$ cat config.mk
export PLATFORM = sky130hd
export DESIGN_NAME = serial_sub_nor
export DESIGN_NICKNAME = d
export VERILOG_FILES = /design/src/rtl/serial_sub_pkg.sv /design/src/rtl/fs_nor.sv /design/src/rtl/serial_sub_nor.sv
export SDC_FILE = /design/constraint.sdc
export NUM_CORES = 1
export LEC_CHECK = 0
export CORE_AREA = 2 2 86 88
export DETAILED_ROUTE_END_ITERATION = 16
export DIE_AREA = 0 0 88 90
export GPL_ROUTABILITY_DRIVEN = 0
export PLACE_DENSITY = 0.46
export SLEW_MARGIN = 0
export SYNTH_ARGS = -nofsm -noshare
export SYNTH_HDL_FRONTEND = slang
export SYNTH_SLANG_ARGS = --single-unit
$ cat constraint.sdc
create_clock -name clk -period 1.75 [get_ports clk]
set_input_delay 0.525 -clock clk [delete_from_list [all_inputs] [get_ports clk]]
set_output_delay 0.525 -clock clk [all_outputs]
set_load 0.1 [all_outputs]
$ cat src/rtl/serial_sub_pkg.sv
// Shared definitions for the bit-serial subtractor: FSM state encoding and
// the legal range of the operand width parameter.
package serial_sub_pkg;

    localparam int WIDTH_MIN = 2;
    localparam int WIDTH_MAX = 32;

    typedef enum logic [1:0] {
        S_IDLE  = 2'd0,
        S_SHIFT = 2'd1,
        S_DONE  = 2'd2
    } state_t;

endpackage

$ cat src/rtl/fs_nor.sv
// 1-bit full subtractor (a - b - bin) built only from 2-input NOR gates:
// two NOR half subtractors in series, then a NOR-composed OR that merges
// their borrows. Purely combinational.
module fs_nor (
    input  logic a,
    input  logic b,
    input  logic bin,
    output logic d,
    output logic bout
);

    // First half subtractor: a - b
    logic h1_n1, h1_bo, h1_t, h1_xn, h1_d;
    // Second half subtractor: (a ^ b) - bin
    logic h2_n1, h2_bo, h2_t, h2_xn;
    // Borrow merge
    logic bo_n;

    // Within each half subtractor the gate nor(x, nor(x, y)) reduces to ~x & y,
    // which is exactly the half-subtractor borrow, so it is reused for the XOR.
    assign h1_n1 = ~(a | b);
    assign h1_bo = ~(a | h1_n1);
    assign h1_t  = ~(b | h1_n1);
    assign h1_xn = ~(h1_bo | h1_t);
    assign h1_d  = ~(h1_xn | h1_xn);

    assign h2_n1 = ~(h1_d | bin);
    assign h2_bo = ~(h1_d | h2_n1);
    assign h2_t  = ~(bin | h2_n1);
    assign h2_xn = ~(h2_bo | h2_t);
    assign d     = ~(h2_xn | h2_xn);

    assign bo_n  = ~(h1_bo | h2_bo);
    assign bout  = ~(bo_n | bo_n);

endmodule

$ cat src/rtl/serial_sub_nor.sv
// Bit-serial WIDTH-bit subtractor, LSB first, one bit per clock through a
// single NOR-only full-subtractor cell with a registered borrow.
// Optional feature: define SERIAL_SUB_OVF_EN to add the signed-overflow
// output `ovf` and the two flops that hold the captured operand MSBs.
module serial_sub_nor
    import serial_sub_pkg::*;
#(
    parameter int WIDTH = 8
) (
    input  logic             clk,
    input  logic             rst_n,
    input  logic             start,
    input  logic [WIDTH-1:0] a,
    input  logic [WIDTH-1:0] b,
    output logic             busy,
    output logic             done,
    output logic [WIDTH-1:0] diff,
    output logic             borrow
`ifdef SERIAL_SUB_OVF_EN
    ,
    output logic             ovf
`endif
);

    localparam int CW = $clog2(WIDTH);

    if (WIDTH < WIDTH_MIN || WIDTH > WIDTH_MAX) begin : g_width_check
        $error("serial_sub_nor: WIDTH out of legal range");
    end

    state_t           state_q, state_d;
    logic [WIDTH-1:0] ra_q, ra_d;
    logic [WIDTH-1:0] rb_q, rb_d;
    logic [WIDTH-2:0] res_q, res_d;
    logic [WIDTH-1:0] diff_q, diff_d;
    logic             bq_q, bq_d;
    logic             borrow_q, borrow_d;
    logic [CW-1:0]    cnt_q, cnt_d;
`ifdef SERIAL_SUB_OVF_EN
    logic             am_q, am_d;
    logic             bm_q, bm_d;
    logic             ovf_q, ovf_d;
`endif

    logic             cell_d, cell_bo;
    logic             last_bit;
    logic [WIDTH-1:0] shift_w;

    fs_nor u_cell (
        .a    (ra_q[0]),
        .b    (rb_q[0]),
        .bin  (bq_q),
        .d    (cell_d),
        .bout (cell_bo)
    );

    // The partial result keeps only WIDTH-1 bits; the final bit comes straight
    // from the cell on the last shift cycle and completes the word.
    assign shift_w  = {cell_d, res_q};
    assign last_bit = (cnt_q == CW'(WIDTH - 1));

    // Next-state and datapath update: load on accepted start, shift while busy.
    always_comb begin
        state_d  = state_q;
        ra_d     = ra_q;
        rb_d     = rb_q;
        res_d    = res_q;
        diff_d   = diff_q;
        bq_d     = bq_q;
        borrow_d = borrow_q;
        cnt_d    = cnt_q;
`ifdef SERIAL_SUB_OVF_EN
        am_d     = am_q;
        bm_d     = bm_q;
        ovf_d    = ovf_q;
`endif
        case (state_q)
            S_IDLE, S_DONE: begin
                state_d = S_IDLE;
                if (start) begin
                    state_d = S_SHIFT;
                    ra_d    = a;
                    rb_d    = b;
                    res_d   = '0;
                    bq_d    = 1'b0;
                    cnt_d   = '0;
`ifdef SERIAL_SUB_OVF_EN
                    am_d    = a[WIDTH-1];
                    bm_d    = b[WIDTH-1];
`endif
                end
            end
            S_SHIFT: begin
                ra_d  = {1'b0, ra_q[WIDTH-1:1]};
                rb_d  = {1'b0, rb_q[WIDTH-1:1]};
                res_d = shift_w[WIDTH-1:1];
                bq_d  = cell_bo;
                if (last_bit) begin
                    state_d  = S_DONE;
                    diff_d   = shift_w;
                    borrow_d = cell_bo;
`ifdef SERIAL_SUB_OVF_EN
                    ovf_d    = (am_q ^ bm_q) & (am_q ^ cell_d);
`endif
                end else begin
                    cnt_d = cnt_q + CW'(1);
                end
            end
            default: begin
                state_d = S_IDLE;
            end
        endcase
    end

    // State and datapath registers; reset clears everything, aborting any run.
    always_ff @(posedge clk or negedge rst_n) begin
        if (!rst_n) begin
            state_q  <= S_IDLE;
            ra_q     <= '0;
            rb_q     <= '0;
            res_q    <= '0;
            diff_q   <= '0;
            bq_q     <= 1'b0;
            borrow_q <= 1'b0;
            cnt_q    <= '0;
`ifdef SERIAL_SUB_OVF_EN
            am_q     <= 1'b0;
            bm_q     <= 1'b0;
            ovf_q    <= 1'b0;
`endif
        end else begin
            state_q  <= state_d;
            ra_q     <= ra_d;
            rb_q     <= rb_d;
            res_q    <= res_d;
            diff_q   <= diff_d;
            bq_q     <= bq_d;
            borrow_q <= borrow_d;
            cnt_q    <= cnt_d;
`ifdef SERIAL_SUB_OVF_EN
            am_q     <= am_d;
            bm_q     <= bm_d;
            ovf_q    <= ovf_d;
`endif
        end
    end

    assign busy   = (state_q == S_SHIFT);
    assign done   = (state_q == S_DONE);
    assign diff   = diff_q;
    assign borrow = borrow_q;
`ifdef SERIAL_SUB_OVF_EN
    assign ovf    = ovf_q;
`endif

endmodule

==> results.md, run 1 <==
- Status: finished clean
- Largest net degree at the start of global routing: 39
- Fin crit period: 1690 ps
- Flops & latches, synth: 38
- Synthesized area: 1820 µm²
- CP Capture Type: primary output
- Sequential area share after synthesis: 52.2%
- Leak: 1.12 nW
- Syn avg cell area: 12.3 µm²
- Worst hold path class: in -> async
- Worst-Skew Late Latency: 290 ps
- Crit path required time: 1220 ps
- Clock Path Buffers: 2
- 1st-iter DRT viols: 20
- N_diodes: 0
- Die X: 88 µm
- Layout cells sized above 1: 24.5%
- Fin Setup TNS: 0 ps
- Io pins: 30
- Pre-CTS setup slack: -100 ps
- Gr usage total: 10.4%
- Setup violators final: 0
- P&R area growth vs syn: 37.9%
- Cell variety after synth: 24
- Nets: 205
- Die Ht: 90 µm
- Initial antenna violation count: 0
- Vias in the first global route: 1,332
- Total core area: 7020 µm²
- First-pass GRT wire length: 6.56 mm
- Reg-to-reg critical path endpoint: diff[7]
- Vias per cell: 4.33
- Clock transition at path regs: 80 ps
- R2r startpoint: cnt_q[0]
- Max Cap Viol: 0
- Maximum fanout along the worst path: 17
- PwrDens: 1990 nW/µm²
- Die Area: 7920 µm²
- Worst setup SP type: register
- Overall power: 0.00499 W
- Worst R2R Path Depth: 4
- Final worst slack: 60.8 ps
- Clk Tree Root Cell: clkbuf_8
- Routed Wire Length: 3.70 mm
- VDD IR-drop max: 521 µV
- Total CTS buffers: 5
- Final ANT Viol Nets: 0
- Reg2reg setup slack: 220 ps
- Period utilization: 96.5%
- Fin Hold WS: 285 ps
- # DRC: 0
- CTS tree: done
- First-pass detailed-route iteration total: 2
- Final Hold Vio Count: 0
- Crit path kind: reg -> out
- Drt wl/cell: 13.1 µm
- Clock sinks: 38
- Initial Utilization: 25.9%
- Syn_nets: 170
- RSZ-0062 raised after global routing: false
- HPWL after detailed placement: 2.61 mm
- Slew headroom: 66.1%
- Vias: 1,226
- Worst slew pin tran: 509 ps
- Max Slew Vio Count: 0
- Port bufs: 29
- H-tree levels: 2
- Gate Count Post-Synth: 148
- YS warnings: 0
- Worst EP arrival: 1160 ps
- Num rows: 31
- Total grt overflow: 0
- Max Fclk: 592 MHz
- Worst Clk Skew: 4.43 ps
metal layers:
metal | track usage (%) | wire length [µm]
met4 | 3.46 | 53
met5 | 0 | 0
met1 | 14.7 | 1780
met2 | 15.0 | 1690
met3 | 3.03 | 171
cells in the final DEF (no fill, tap or decap), types with 3 or more instances in the layout:
master           count
a211oi_1            10
a21o_1               5
a21oi_1             12
a22o_1              12
buf_12              12
buf_4                8
clkbuf_8             6
clkdlybuf4s50_1     17
dfrtp_1             37
inv_1                3
mux2_4               7
mux2i_1             13
nand2_1              3
nand3_1              8
nor2b_1             11
o21ai_0              3
state kept, by name, indices dropped and copies added (netlist names):
name and flops:
diff 8, bq_q 1, cnt_q 3, res_q 7
rb_q 8, borrow 1, state_q 2, ra_q 8
synthesized netlist by cell type, drive strengths merged:
master  number  area, µm²
fa           1       20.0
a22o        12        105
mux2i       13        130
inv          3       11.3
dfrtp       38        951
nand2        3       11.3
nor2b       13       81.3
nor2         2       15.0
clkbuf       1       3.75
or2          1       6.26
buf         10       76.3
a211oi      10       75.1
nand3        8       40.0
a21oi       13       68.8
o21ai        3       15.0
nand3b       1       20.0
a21o         5       37.5
ha           2       25.0
mux2         9        128
cell families after synthesis:
group / synth area share, %
adders and majority gates: 2.47
AOI/OAI and AO/OA: 16.6
buffers and inverters: 5.02
DFF: 52.2
muxes: 14.2
and+or+nand+nor: 9.55
through the flow:
| step | instances | utilization [%] | cell area [µm²] |
|---|---|---|---|
| after floorplan | 148 | - | 1830 |
| after global placement | 274 | 33.4 | 2350 |
| after detailed placement | 274 | 33.4 | 2350 |
| after CTS | 282 | 35.6 | 2500 |
| after global routing | 283 | 35.8 | 2510 |
| final | 283 | 35.8 | 2510 |
timing repair:
| action | 4_1_cts | 5_1_grt |
|---|---|---|
| resized for setup | 3 | 1 |
| setup endpoints to repair | 2 | 1 |
| endpoints found under the hold margin | 0 | 0 |
| pin swaps | 0 | 0 |
| hold buffers | 0 | 0 |
| buffers inserted | 0 | 1 |
power breakdown:
group / switching (W) / internal [W]
combinational: 0.00137 / 0.00110
clock: 0.000319 / 0.000608
sequential: 0.000323 / 0.00126
total: 0.00201 / 0.00297
cell type report:
cell class / count / area [µm²]
Clock buffer: 6 / 82.6
Clock inverter: 2 / 60.1
Fill cell: 690 / 4510
Inverter: 3 / 11.3
Multi-Input combinational cell: 96 / 793
Sequential cell: 38 / 952
Tap cell: 99 / 124
Timing Repair Buffer: 39 / 487
worst max-delay path, stage by stage, from the launching register on:
cell and delay [ps]:
dfrtp_1 390, buf_6 170, nor2b_4 130, buf_12 180
worst max path at each step:
stage               startpoint        to  slack, ps  depth (start not counted)
global route        state_q[0]      done         20                          3
CTS                 state_q[1]      done         -1                          2
finish              state_q[0]      done         60                          3
floorplan           state_q[1]      done         20                          3
global placement         start  res_q[1]        -70                          4
detailed placement       start   rb_q[4]       -100                          5
No activity file was read; power rests on OpenSTA's default activity.
==> run 2, diff against run 1 <==
- CELL_PAD_IN_SITES_DETAIL_PLACEMENT: default -> 1
- CELL_PAD_IN_SITES_GLOBAL_PLACEMENT: default -> 2
- PLACE_DENSITY: 0.46 -> 0.62
==> results.md, run 2 (synthesized netlist as in run 1, its figures left out) <==
- Status: finished clean
- Crit path required time: 1220 ps
- Vias per cell: 4.48
- Die Area: 7920 µm²
- First-pass detailed-route iteration total: 2
- Total CTS buffers: 5
- CTS tree: done
- Fin Setup TNS: 0 ps
- Worst EP arrival: 1170 ps
- Fin crit period: 1700 ps
- Total grt overflow: 0
- # fillers: 738
- Final ANT Viol Nets: 0
- CP Capture Type: primary output
- Max Fclk: 589 MHz
- Final worst slack: 51.6 ps
- Clock transition at path regs: 70 ps
- Met2 usage: 16.9%
- Max Cap Viol: 0
- Drt wl/cell: 14.5 µm
- Leak: 1.12 nW
- H-tree levels: 2
- Clock sinks: 38
- Vias: 1,278
- PwrDens: 1900 nW/µm²
- N_diodes: 0
- Worst Clk Skew: 6.80 ps
- Initial Utilization: 25.9%
- Commonest non-fill, non-tap cell in the layout: dfrtp_1
- 1st-iter DRT viols: 56
- GRT met1 Usage: 13.3%
- Worst hold path class: in -> async
- Routed Wire Length: 4.14 mm
- Worst slew pin tran: 514 ps
- GRT busiest layer: met2
- Pre-CTS setup slack: -122 ps
- Nets: 208
- Io pins: 30
- Die X: 88 µm
- # DRC: 0
- Max Slew Vio Count: 0
- Clock Path Buffers: 2
- Slew headroom: 65.7%
- Setup violators final: 0
- P&R area growth vs syn: 37.0%
- Most frequent cells in the layout: dfrtp_1, clkdlybuf4s50_1, mux2i_1, buf_12
- Layout cells sized above 1: 25.3%
- Initial antenna violation count: 0
- Fin Hold WS: 294 ps
- Crit path kind: reg -> out
- Gr usage total: 10.6%
- Maximum fanout along the worst path: 7
- Die Ht: 90 µm
- Largest net degree at the start of global routing: 39
- Final Hold Vio Count: 0
- Clk Tree Root Cell: clkbuf_8
- HPWL after detailed placement: 2.86 mm
- Met3 usage: 4.32%
- Worst-Skew Late Latency: 290 ps
- Port bufs: 29
- Period utilization: 97.1%
- Worst setup SP type: register
- RSZ-0062 raised after global routing: false
- VDD IR-drop max: 387 µV
- Total core area: 7020 µm²
- Num rows: 31
- Vias in the first global route: 1,378
- First-pass GRT wire length: 6.57 mm
run 2: cell count changes in the layout (fill, tap and decap cells not counted), sizes merged:
cell | previous run | this run
bufinv | 2 | 0
clkinv | 0 | 2
buf | 22 | 24
run 2: metal layers:
layer | up-vias | part of all wire, %
li1 | 607 | -
met1 | 639 | 46
met2 | 27 | 48
met3 | 5 | 4.8
met4 | 0 | 0.92
met5 | - | 0
run 2: worst max-delay path, stage by stage (launching register included):
cell and delay [ps]:
dfrtp_2 440, buf_12 140, nor2b_4 120, buf_12 180
run 2: path summary, 6_finish.rpt:
| kind | startpoint | endpoint | slack (ps) | depth (start not counted) |
|---|---|---|---|---|
| worst max-delay path | state_q[0] | done | 50 | 3 |
| worst min-delay path | rst_n | diff[3] | 290 | 2 |
| worst max register to register | cnt_q[0] | diff[7] | 240 | 4 |
| worst min register to register | cnt_q[0] | cnt_q[0] | 500 | 1 |
| max in group asynchronous | rst_n | state_q[0] | 1080 | 2 |
| min in group clk | cnt_q[0] | cnt_q[0] | 500 | 1 |
run 2: repair_timing:
item / CTS / global route
setup buffers: 0 / 4
hold buffers: 0 / 0
gates cloned: 0 / 1
setup endpoints to repair: 1 / 2
resized for setup: 1 / 2
run 2: final cells by class:
type,count,area [µm²],area share (%)
clock inverters,2,10.0,0.401
multi-input cells,96,793,31.8
flip-flops and latches,38,952,38.2
repair buffers,42,536,21.5
inverters,3,11.3,0.451
well taps,99,124,4.96
clock buffers,5,68.8,2.76
run 2: metrics by stage:
step                      instance area [µm²]  cells  total power (W)  util (%)
after floorplan                          1830    148          0.00326         -
after global placement                   2350    273          0.00403      33.5
after detailed placement                 2350    273          0.00413      33.5
after CTS                                2430    280          0.00471      34.7
after global routing                     2490    285          0.00504      35.5
final                                    2490    285          0.00474      35.5
run 2: power breakdown:
| part | total, W | leakage (nW) | switching, W | internal (W) |
|---|---|---|---|---|
| clock network | 0.000564 | 0.0438 | 0.000296 | 0.000267 |
| registers | 0.00161 | 0.477 | 0.000342 | 0.00126 |
| logic | 0.00257 | 0.598 | 0.00141 | 0.00116 |
| total | 0.00474 | 1.12 | 0.00204 | 0.00269 |
==> run 3, diff against run 2 <==
- CORE_AREA: 2 2 86 88 -> 2 2 95 79
- DIE_AREA: 0 0 88 90 -> 0 0 97 81
- PLACE_DENSITY: 0.62 -> 0.63
==> results.md, run 3 (synthesized netlist as in run 1, its figures left out) <==
- Worst hold path class: in -> async
- Met2 usage: 20.6%
- Gr usage total: 11.7%
- Initial antenna violation count: 0
- Worst slew pin tran: 499 ps
- Largest net degree at the start of global routing: 39
- Drt wl/cell: 15.1 µm
- Overall power: 0.00485 W
- Die Ht: 81 µm
- N_diodes: 0
- Vias in the first global route: 1,472
- Total CTS buffers: 5
- Port bufs: 29
- Leak: 1.11 nW
- First-pass GRT wire length: 7.46 mm
- Maximum fanout along the worst path: 5
- Final Hold Vio Count: 0
- GRT met1 Usage: 15.0%
- Worst Clk Skew: 6.21 ps
- Io pins: 30
- HPWL after detailed placement: 2.94 mm
- GRT busiest layer: met2
- CP max-delay cell: dfrtp_1
- Period utilization: 95.4%
- Met3 usage: 2.15%
- PwrDens: 1970 nW/µm²
- Setup violators final: 0
- Max Fclk: 599 MHz
- Multi-input gate area: 788 µm²
- Layout cells sized above 1: 24.1%
- Vias per cell: 4.58
- Crit path from: state_q[0]
- Status: finished clean
- Post-placement cell count: 267
- Crit path required time: 1220 ps
- Clock sinks: 38
- Clock Path Buffers: 2
- Num rows: 28
- CTS tree: done
- Max incr delay on CP: 410 ps
- Worst setup SP type: register
- First-pass detailed-route iteration total: 4
- Final ANT Viol Nets: 0
- Worst path cell trace: buf_6 -> nor2b_4 -> buf_12
- Most frequent cells in the layout: dfrtp_1, clkdlybuf4s50_1, mux2i_1
- Routed Wire Length: 4.19 mm
- Vias: 1,269
- Finished Cell Area: 2470 µm²
- CP Capture Type: primary output
- Worst EP arrival: 1140 ps
- Commonest non-fill, non-tap cell in the layout: dfrtp_1
- P&R area growth vs syn: 35.7%
- H-tree levels: 2
- R2r startpoint: cnt_q[0]
- Die X: 97 µm
- # fillers: 745
- Die Area: 7860 µm²
- Post-placement cell area: 2340 µm²
- Nets: 208
- Clk Tree Root Cell: clkbuf_8
- Final Util: 35.1%
- WP buf/inv: 2
- Slew headroom: 66.7%
- RSZ-0062 raised after global routing: false
- Total grt overflow: 0
- Clock transition at path regs: 70 ps
- Max Slew Vio Count: 0
- Total core area: 7040 µm²
- Crit-path leading delay family: flip-flops
- 1st-iter DRT viols: 45
- Fin crit period: 1670 ps
- Sequential cell area: 951 µm²
- Final std cells w/o fill: 277
- VDD IR-drop max: 535 µV
- Max Cap Viol: 0
- # DRC: 0
- Crit path kind: reg -> out
- Worst-Skew Late Latency: 280 ps
- Initial Utilization: 25.9%
run 3: worst paths after layout:
check                          end  slack (ps)  cells past startpoint
setup reg to reg           diff[7]         220                      4
hold reg to reg            rb_q[6]         480                      1
hold / removal             diff[5]         290                      2
min in group clk           rb_q[6]         480                      1
max in group asynchronous  rb_q[7]        1110                      2
setup / recovery              done          80                      3
run 3: repair_timing:
item | in CTS | in global routing
resized for setup | 2 | 1
setup buffers | 0 | 2
hold endpoints to repair | 0 | 0
endpoints found under the setup margin | 1 | 1
hold buffers | 0 | 0
gates cloned | 0 | 0
run 3: final cells by class:
| class | count | area share [%] |
|---|---|---|
| Sequential cell | 38 | 38.5 |
| Multi-Input combinational cell | 96 | 31.9 |
| Timing Repair Buffer | 42 | 20.3 |
| Tap cell | 90 | 4.56 |
| Clock buffer | 7 | 3.09 |
| Clock inverter | 1 | 1.22 |
| Inverter | 3 | 0.456 |
run 3: per-stage QoR:
stage                     setup TNS (ps)  setup WS, ps  hold WS (ps)
after floorplan                        0          20.4           229
after global placement              -632         -68.5           463
after detailed placement           -1060         -84.8           468
after CTS                              0          28.2           300
after global routing                   0          3.06           328
final                                  0          81.3           287
run 3: worst register-to-register path: cells and delay by family (launching register included):
kind / cells / cell delay (ps)
adder cells (fa/ha/maj): 2 / 440
flip-flops: 1 / 410
multiplexers: 1 / 360
AND/OR/NAND/NOR: 1 / 210
run 3: metal layers:
| metal | part of all wire, % | vias to the layer above |
|---|---|---|
| met3 | 1.8 | 2 |
| li1 | - | 605 |
| met5 | 0 | - |
| met1 | 45 | 648 |
| met4 | 0.76 | 0 |
| met2 | 53 | 14 |
run 3: power by group:
group          internal (W)  leakage (nW)  switching [W]
sequential          0.00126         0.478       0.000332
clock              0.000426        0.0524       0.000289
combinational       0.00112         0.575        0.00143
total               0.00281          1.11        0.00205
